<file path="src/rtl/horizontal_rocket_scheduler.sv">
// Horizontal rocket scheduler: paces shots by frame count, hands each shot to
// a free rocket controller in round-robin order and picks a pseudo-random
// spawn corner that never repeats the previous one.
module horizontal_rocket_scheduler #(
    parameter int         NUM_SLOTS     = 2,
    parameter int         FIRE_INTERVAL = 90,
    parameter logic [7:0] LFSR_SEED     = 8'hA5
) (
    input  logic                 clk,
    input  logic                 resetN,
    input  logic                 startOfFrame,
    input  logic                 isGameMode,
    input  logic [NUM_SLOTS-1:0] slotActive,
    output logic [NUM_SLOTS-1:0] shootPulse,
    output logic [2:0]           randLoc,
    output logic                 armed
);

    localparam int FW = $clog2(FIRE_INTERVAL + 1);
    localparam int PW = (NUM_SLOTS > 1) ? $clog2(NUM_SLOTS) : 1;
    localparam logic [FW-1:0] FC_LAST  = FW'(FIRE_INTERVAL - 1);
    localparam logic [PW-1:0] PTR_LAST = PW'(NUM_SLOTS - 1);

    typedef enum logic [1:0] {IDLE, COOLDOWN, ARM, FIRE} state_t;

    state_t                 state_q;
    logic [FW-1:0]          frameCnt_q;
    logic [PW-1:0]          rrPtr_q;
    logic [PW-1:0]          fireSlot_q;
    logic [2:0]             lastLoc_q;
    logic [2:0]             randLoc_q;
    logic [7:0]             lfsr_q;
    logic [7:0]             lfsr_d;
    logic [NUM_SLOTS-1:0]   shootPulse_q;
    logic                   armed_q;

    logic [2:0]             candLoc;
    logic [2:0]             loc_d;
    logic [PW-1:0]          scanIdx;
    logic [PW-1:0]          freeIdx;
    logic                   freeFound;
    logic [PW-1:0]          rrNext;

    // Fibonacci LFSR, taps x^8+x^6+x^5+x^4+1
    assign lfsr_d  = {lfsr_q[6:0], lfsr_q[7] ^ lfsr_q[5] ^ lfsr_q[4] ^ lfsr_q[3]};
    assign candLoc = {1'b0, lfsr_q[1:0]};
    // Bump to the next corner (mod 4) when the candidate repeats the last shot
    assign loc_d   = (candLoc == lastLoc_q) ? {1'b0, lfsr_q[1:0] + 2'd1} : candLoc;
    // Pointer after the slot just fired, wrapping by compare (non-power-of-2 safe)
    assign rrNext  = (fireSlot_q == PTR_LAST) ? '0 : fireSlot_q + 1'b1;

    // Round-robin scan for the first idle controller starting at rrPtr
    always_comb begin
        scanIdx   = rrPtr_q;
        freeIdx   = '0;
        freeFound = 1'b0;
        for (int i = 0; i < NUM_SLOTS; i++) begin
            if (!freeFound && !slotActive[scanIdx]) begin
                freeFound = 1'b1;
                freeIdx   = scanIdx;
            end
            scanIdx = (scanIdx == PTR_LAST) ? '0 : scanIdx + 1'b1;
        end
    end

    // LFSR free-runs in every state; only reset reloads the seed
    always_ff @(posedge clk or negedge resetN) begin
        if (!resetN) lfsr_q <= LFSR_SEED;
        else         lfsr_q <= lfsr_d;
    end

    // Scheduler FSM with registered outputs; game-mode drop overrides every state
    always_ff @(posedge clk or negedge resetN) begin
        if (!resetN) begin
            state_q      <= IDLE;
            frameCnt_q   <= '0;
            rrPtr_q      <= '0;
            fireSlot_q   <= '0;
            lastLoc_q    <= 3'd7;
            randLoc_q    <= '0;
            shootPulse_q <= '0;
            armed_q      <= 1'b0;
        end else begin
            shootPulse_q <= '0;
            armed_q      <= 1'b0;
            if (!isGameMode) begin
                state_q    <= IDLE;
                frameCnt_q <= '0;
                rrPtr_q    <= '0;
                lastLoc_q  <= 3'd7;
                randLoc_q  <= '0;
            end else begin
                case (state_q)
                    IDLE: begin
                        frameCnt_q <= '0;
                        state_q    <= COOLDOWN;
                    end
                    COOLDOWN: begin
                        if (startOfFrame) begin
                            if (frameCnt_q == FC_LAST) begin
                                frameCnt_q <= '0;
                                armed_q    <= 1'b1;
                                state_q    <= ARM;
                            end else begin
                                frameCnt_q <= frameCnt_q + 1'b1;
                            end
                        end
                    end
                    ARM: begin
                        // No queuing: wait here until some controller is idle
                        if (freeFound) begin
                            fireSlot_q   <= freeIdx;
                            randLoc_q    <= loc_d;
                            shootPulse_q <= NUM_SLOTS'(1) << freeIdx;
                            state_q      <= FIRE;
                        end else begin
                            armed_q <= 1'b1;
                        end
                    end
                    FIRE: begin
                        lastLoc_q  <= randLoc_q;
                        rrPtr_q    <= rrNext;
                        frameCnt_q <= '0;
                        state_q    <= COOLDOWN;
                    end
                    default: state_q <= IDLE;
                endcase
            end
        end
    end

    assign shootPulse = shootPulse_q;
    assign randLoc    = randLoc_q;
    assign armed      = armed_q;

endmodule
</file>
<file path="config.mk">
export PLATFORM = sky130hd
export DESIGN_NAME = horizontal_rocket_scheduler
export DESIGN_NICKNAME = d
export VERILOG_FILES = /design/src/rtl/horizontal_rocket_scheduler.sv
export SDC_FILE = /design/constraint.sdc
export NUM_CORES = 1
export LEC_CHECK = 0
export CAP_MARGIN = 10
export CORE_MARGIN = 4
export CORE_UTILIZATION = 35
export DETAILED_ROUTE_END_ITERATION = 6
export GPL_ROUTABILITY_DRIVEN = 0
export SLEW_MARGIN = 10
export SYNTH_ARGS = -nofsm -noshare
export SYNTH_HDL_FRONTEND = slang
export SYNTH_SLANG_ARGS = --single-unit
</file>
<file path="constraint.sdc">
create_clock -name clk -period 1.59 [get_ports clk]
set_input_delay 0.3975 -clock clk [delete_from_list [all_inputs] [get_ports clk]]
set_output_delay 0.3975 -clock clk [all_outputs]
set_load 0.1 [all_outputs]
</file>
==> results of run 1 <==
-- placed cells by master (no fill, tap or decap), types with 2 or more instances in the layout --
master / instances
nor2_1: 2
buf_12: 6
nand2_1: 7
o21a_1: 2
o2111ai_1: 2
dfstp_2: 7
xnor2_1: 2
clkdlybuf4s50_1: 5
ha_1: 3
nand3b_1: 3
dfrtp_1: 20
clkbuf_4: 3
o211ai_1: 6
inv_1: 7
ha_4: 2
mux2i_1: 2
nand3_1: 9
o21ai_0: 7
xor2_1: 2
buf_4: 17
nor3_1: 2
-- metal layers --
metal	GRT usage	routed length, µm	vias to the layer above
met5	0	0	-
met4	0.04715	19	0
met3	0.03941	82	2
met2	0.2190	1330	15
met1	0.1605	1162	484
li1	-	-	474
-- worst max path at each step --
stage	from	to	slack, ns	cells past startpoint
finish	state_q[0]$_DFFE_PN0P_	frameCnt_q[6]$_DFFE_PN0P_	0.02	5
global route	state_q[0]$_DFFE_PN0P_	frameCnt_q[6]$_DFFE_PN0P_	-0.03	5
global placement	startOfFrame	frameCnt_q[6]$_DFFE_PN0P_	-0.13	4
CTS	state_q[0]$_DFFE_PN0P_	frameCnt_q[6]$_DFFE_PN0P_	0.005	5
floorplan	state_q[0]$_DFFE_PN0P_	frameCnt_q[6]$_DFFE_PN0P_	0.02	5
detailed placement	startOfFrame	frameCnt_q[1]$_DFFE_PN0P_	-0.17	6
-- what timing repair did --
action,in CTS,in global routing
setup endpoints to repair,6,7
resized for setup,2,6
pin swaps,0,2
cloned,0,0
hold buffers,0,0
setup buffers,1,0
-- cell type report --
class,count,area share
Sequential cell,27,0.4049
Clock buffer,4,0.01554
Timing Repair Buffer,28,0.1762
Tap cell,46,0.03405
Multi-Input combinational cell,77,0.3516
Inverter,8,0.01776
-- kinds of logic (layout without fill, tap and decap cells) --
kind of cell / after synthesis / after routing / synth area share
adders and majority gates: 5 / 5 / 0.04907
AOI/OAI and AO/OA: 31 / 31 / 0.1776
buffers and inverters: 11 / 40 / 0.03631
other: 1 / 1 / 0.002941
DFF: 27 / 27 / 0.5368
muxes: 3 / 3 / 0.02649
and+or+nand+nor: 33 / 33 / 0.1433
xor gates and xnor gates: 4 / 4 / 0.02748
-- metrics by stage --
stage / utilization / cells / area [µm²]
floorplan: - / 115 / 1275
global placement: 0.4703 / 185 / 1607
detailed placement: 0.4703 / 185 / 1607
CTS: 0.4846 / 190 / 1655
global route: 0.4949 / 190 / 1690
finish: 0.4949 / 190 / 1690
-- synthesized netlist by cell type (all sizes together) (2+ instances only) --
library cell,count
nand3,9
xor2,2
ha,5
o21a,2
nand2b,2
inv,8
o211ai,7
buf,3
mux2i,3
o21ai,8
dfstp,7
nand3b,3
o2111ai,2
dfrtp,20
nor3,2
nor2,2
nand2,7
xnor2,2
or3,2
-- state kept, by name, summed over array words and instances, names as in the netlist --
register    flops
fireSlot_q      1
rrPtr_q         1
shootPulse      2
frameCnt_q      7
state_q         2
randLoc         2
lastLoc_q       3
armed           1
lfsr_q          8
-- power groups by stage --
stage          Combinational, mW  Clock (mW)  Sequential [mW]
2_1_floorplan              0.317           0            0.952
3_3_place_gp               0.717           0            0.857
3_5_place_dp               0.742           0            0.860
4_1_cts                    0.787       0.312            0.849
5_1_grt                    0.919       0.342            0.866
6_report                   0.856       0.289            0.852
==> results.toml, run 1 <==
[synthesis]
ys.flop_type = "dfrtp_1"
yosysTopAreaCellShare = 0.3925
seq_area_frac_synth = 0.5368
synth-warning-count = 0
synth.largest_area_cell = "dfrtp_1"
synth_cell_types = 43
syn_inst = 115
ys_ff_latch = 27
postSynthAreaPerCell_um2 = 11.09
synth_edf_count = 0
syn-cell-area_um2 = 1275
synth.area.top_cells = "dfrtp_1 39%, dfstp_2 14%, ha_1 4.9%, nand3_1 3.5%, o211ai_1 3.5%"
async_flop_share = 1.000
syn-num-nets = 126

[timing]
setup_viol = 0
fin_crit_ns = 1.567
hold_violations = 0
setup_ws_ns = 0.02250
maxSlewViolCount = 0
skew_ns = 0.007954
rsz0062_at_grt = "true"
timing.fmax_mhz = 638.0
fin_tns_setup_ns = 0
worst_hold_slack_ns = 0.3711
period_share = 0.9858

[routing]
vias = 975
drt_iter0_markers = 57
drc = 0
wl_um = 2594
ant_nets = 0
first_pass_iters = 4
drt-vias-per-instance = 5.132
wl_per_cell_um = 13.65

[cts]
insertion_delay_ns = 0.32
cts_htree_levels = 1
clk_pin_slew_ns = 0.14
root_buffer = "clkbuf_4"
clock_sinks = 27
cts_tree = "done"
clk_path_buf_depth = 2
numCtsBuffers = 3

[floorplanning]
pin_count = 12
die_w_um = 68.36
die-area_um2 = 4672
die_height_um = 68.36
design.core.area_um2 = 3416
initial_core_util = 0.3733
num_rows = 21

[power]
power_switching_uw = 702.1
intPower_mw = 1.295
p_per_area_nw_per_um2 = 1181
irDropWorstVdd_uv = 654.4
fin_total_pwr_mw = 1.997
power_leakage_nw = 0.7297
switching_share = 0.3516
clockPowerShare = 0.145
p_seq_frac = 0.427
p_comb_frac = 0.429

[critical_path]
endpoint_kind = "register"
startpoint_type = "register"
rr_worst_depth = 5
crit_family = "simple AND/OR/NAND/NOR gates"
crit_type = "register to register"
rrSetupSlack_ns = 0.02
critical_path_buf_inv_count = 1
critPathMaxFanout = 4
cpPeakStageDelay_ns = 0.44
r2r_start = "state_q[0]$_DFFE_PN0P_"
crit_arrival_ns = 1.82
reg2reg_to = "frameCnt_q[6]$_DFFE_PN0P_"
cp.required_ns = 1.84
worstPathCellList = "inv_2, ha_4, and4b_1, or4b_1, o211ai_1"
slowest_stage = "or4b_1"

[global_route]
grt_antenna_before_repair = 0
grtUsageTotal = 0.1316
grt_first_pass_wirelength_um = 4560
grt_max_degree = 28
overflow = 0
grt_pass1_vias = 1026

[layout]
n_fill_cell = 321
drive_above_1_share = 0.2986
multiInputGateArea_um2 = 594.3
seq_area_um2 = 684.4
area.growth.synth_to_final_pct = 32.58
nets = 156
diodes = 0

[hold_path]
whs_path_depth = 0
min_to = "lfsr_q[7]$_DFF_PN1_"
hp-start = "lfsr_q[6]$_DFF_PN0_"
min_path_type = "register to register"

[placement]
dp_slack_ns = -0.1679
io_buffers = 10
dpl.hpwl_um = 1886

[run_status]
status = "finished, final reports clean"

[flow_run]
cap_violations = 0
Note: power is estimated with default switching activity, not from simulation.
==> inputs of run 2 (changes only) <==
--- a/config.mk
+++ b/config.mk
@@ -6,7 +6,7 @@
 export NUM_CORES = 1
 export LEC_CHECK = 0
 export CAP_MARGIN = 10
-export CORE_MARGIN = 4
+export CORE_MARGIN = 1
 export CORE_UTILIZATION = 35
 export DETAILED_ROUTE_END_ITERATION = 6
 export GPL_ROUTABILITY_DRIVEN = 0
==> run 2 against run 1 <==
The flow now finishes with violations (negative setup slack). Register-to-register slack worse by 0.03 ns. Critical path depth down 1. Design area up 1.4%. Non-clock buffer count grew 4. Sequential power rose by 1%. Power up 3.0%. Worst hold slack improved by 0.0025 ns. Largest power group unchanged. Critical path type unchanged. Largest cell class unchanged. Die area decreased by 17%.
==> results.toml, run 2 (synthesized netlist as in run 1, its figures left out) <==
[floorplanning]
num_rows = 21
initial_core_util = 0.3733
pin_count = 12
die_w_um = 62.36
die-area_um2 = 3888
die_height_um = 62.36
design.core.area_um2 = 3416

[layout]
finalInstanceArea_um2 = 1714
nets = 160
largest_reg_flops = 8
area.growth.synth_to_final_pct = 34.45
seq_area_um2 = 685.7
multiInputGateArea_um2 = 579.3
stdcell_count = 194
drive_above_1_share = 0.3243
utilization = 0.5018
reg.largest.list = "lfsr_q x8, frameCnt_q x7, lastLoc_q x3"
top_register = "lfsr_q"
diodes = 0
layout_common_cells = "19 x dfrtp_1, 19 x buf_4, 9 x nand3_1"
n_fill_cell = 308

[cts]
insertion_delay_ns = 0.33
hold_buffers = 0
clk_path_buf_depth = 2
cts_htree_levels = 1
numCtsBuffers = 3
root_buffer = "clkbuf_4"
clk_pin_slew_ns = 0.15
clock_sinks = 27
cts_tree = "done"

[placement]
io_buffers = 10
dpl.hpwl_um = 1848
placed_cells = 188
place_area_um2 = 1629

[routing]
met1_length_um = 1217
drt-vias-per-instance = 5.134
drt_iter0_markers = 43
drc = 0
first_pass_iters = 4
wl_um = 2569
wl_met2_um = 1208
wl_per_cell_um = 13.24
vias = 996
top_layer = "met4"
ant_nets = 0
dr_wl_met3_um = 114

[timing]
period_share = 1.006
worst_hold_slack_ns = 0.3735
setup_ws_ns = -0.009295
fin_crit_ns = 1.599
fin_tns_setup_ns = -0.009295
hold_violations = 0
rsz0062_at_grt = "true"
skew_ns = 0.005317
setup_viol = 1
timing.fmax_mhz = 625.3
maxSlewViolCount = 0

[critical_path]
critical_path_buf_inv_count = 0
cpPeakStageDelay_ns = 0.47
cp.required_ns = 1.85
endpoint_kind = "register"
crit_type = "register to register"
worstPathCellList = "ha_4, and4b_1, or4b_1, o211ai_1"
slowest_stage = "dfrtp_2"
crit_arrival_ns = 1.86
crit_family = "simple AND/OR/NAND/NOR gates"
critPathMaxFanout = 4
startpoint_type = "register"

[flow_run]
cap_violations = 0

[global_route]
grt_max_degree = 28
grt_antenna_before_repair = 0
grt_pass1_vias = 1049
grt_first_pass_wirelength_um = 4519
grtUsageTotal = 0.1481
overflow = 0

[power]
p_per_area_nw_per_um2 = 1199
irDropWorstVdd_uv = 585.5
power_leakage_nw = 0.7419

[run_status]
violations = "negative setup slack"
status = "finished, violations left"

[hold_path]
min_path_type = "register to register"
[run 2: cell types whose count changed in the layout (fill, tap and decap cells not counted), sizes merged]
cell  previous run  this run
buf             23        27
[run 2: stage by stage]
step | setup WS (ns) | power (mW)
5_1_grt | -0.06690 | 2.181
6_report | -0.009295 | 2.056
3_3_place_gp | -0.1407 | 1.648
4_1_cts | -0.01896 | 2.061
2_1_floorplan | 0.01736 | 1.269
3_5_place_dp | -0.1864 | 1.667
[run 2: power by group]
group / total [mW] / switching [mW] / leakage (nW) / internal [mW]
Sequential: 0.863 / 0.0822 / 0.345 / 0.780
Combinational: 0.889 / 0.432 / 0.382 / 0.457
Clock: 0.304 / 0.206 / 0.0150 / 0.0984
Total: 2.06 / 0.721 / 0.742 / 1.34
[run 2: final timing paths]
check | start | to | depth (start not counted) | slack (ns)
worst max-delay path | state_q[1]$_DFFE_PN0P_ | frameCnt_q[6]$_DFFE_PN0P_ | 4 | -0.009
worst min-delay path | lfsr_q[6]$_DFF_PN0_ | lfsr_q[7]$_DFF_PN1_ | 0 | 0.37
worst max register to register | state_q[1]$_DFFE_PN0P_ | frameCnt_q[6]$_DFFE_PN0P_ | 4 | -0.009
worst min register to register | lfsr_q[6]$_DFF_PN0_ | lfsr_q[7]$_DFF_PN1_ | 0 | 0.37
max in group asynchronous | resetN | lastLoc_q[0]$_DFFE_PN1P_ | 2 | 0.95
min in group asynchronous | resetN | frameCnt_q[4]$_DFFE_PN0P_ | 2 | 0.41
[run 2: what timing repair did]
action / in CTS / in global routing
buffers inserted: 3 / 0
pin swaps: 1 / 4
cloned: 0 / 0
gates resized for setup: 5 / 5
setup endpoints to repair: 4 / 7
[run 2: area by class of cell]
class | instances | area share
tap | 46 | 0.03358
inverter | 8 | 0.01752
timing repair buffer | 32 | 0.1956
clock buffer | 4 | 0.01533
multi-input combinational | 77 | 0.3380
sequential | 27 | 0.4000
[run 2: routing by layer]
metal,global-route usage,vias to the layer above
li1,-,482
met1,0.1871,484
met2,0.2376,26
met3,0.03125,4
met4,0.07849,0
met5,0,-
==> inputs of run 3 (changes only) <==
--- a/config.mk
+++ b/config.mk
@@ -9,7 +9,6 @@
 export CORE_MARGIN = 1
 export CORE_UTILIZATION = 35
 export DETAILED_ROUTE_END_ITERATION = 6
-export GPL_ROUTABILITY_DRIVEN = 0
 export SLEW_MARGIN = 10
 export SYNTH_ARGS = -nofsm -noshare
 export SYNTH_HDL_FRONTEND = slang
==> results of run 3 <==
The final DEF is identical to that of run 2; final timing and power are the same.
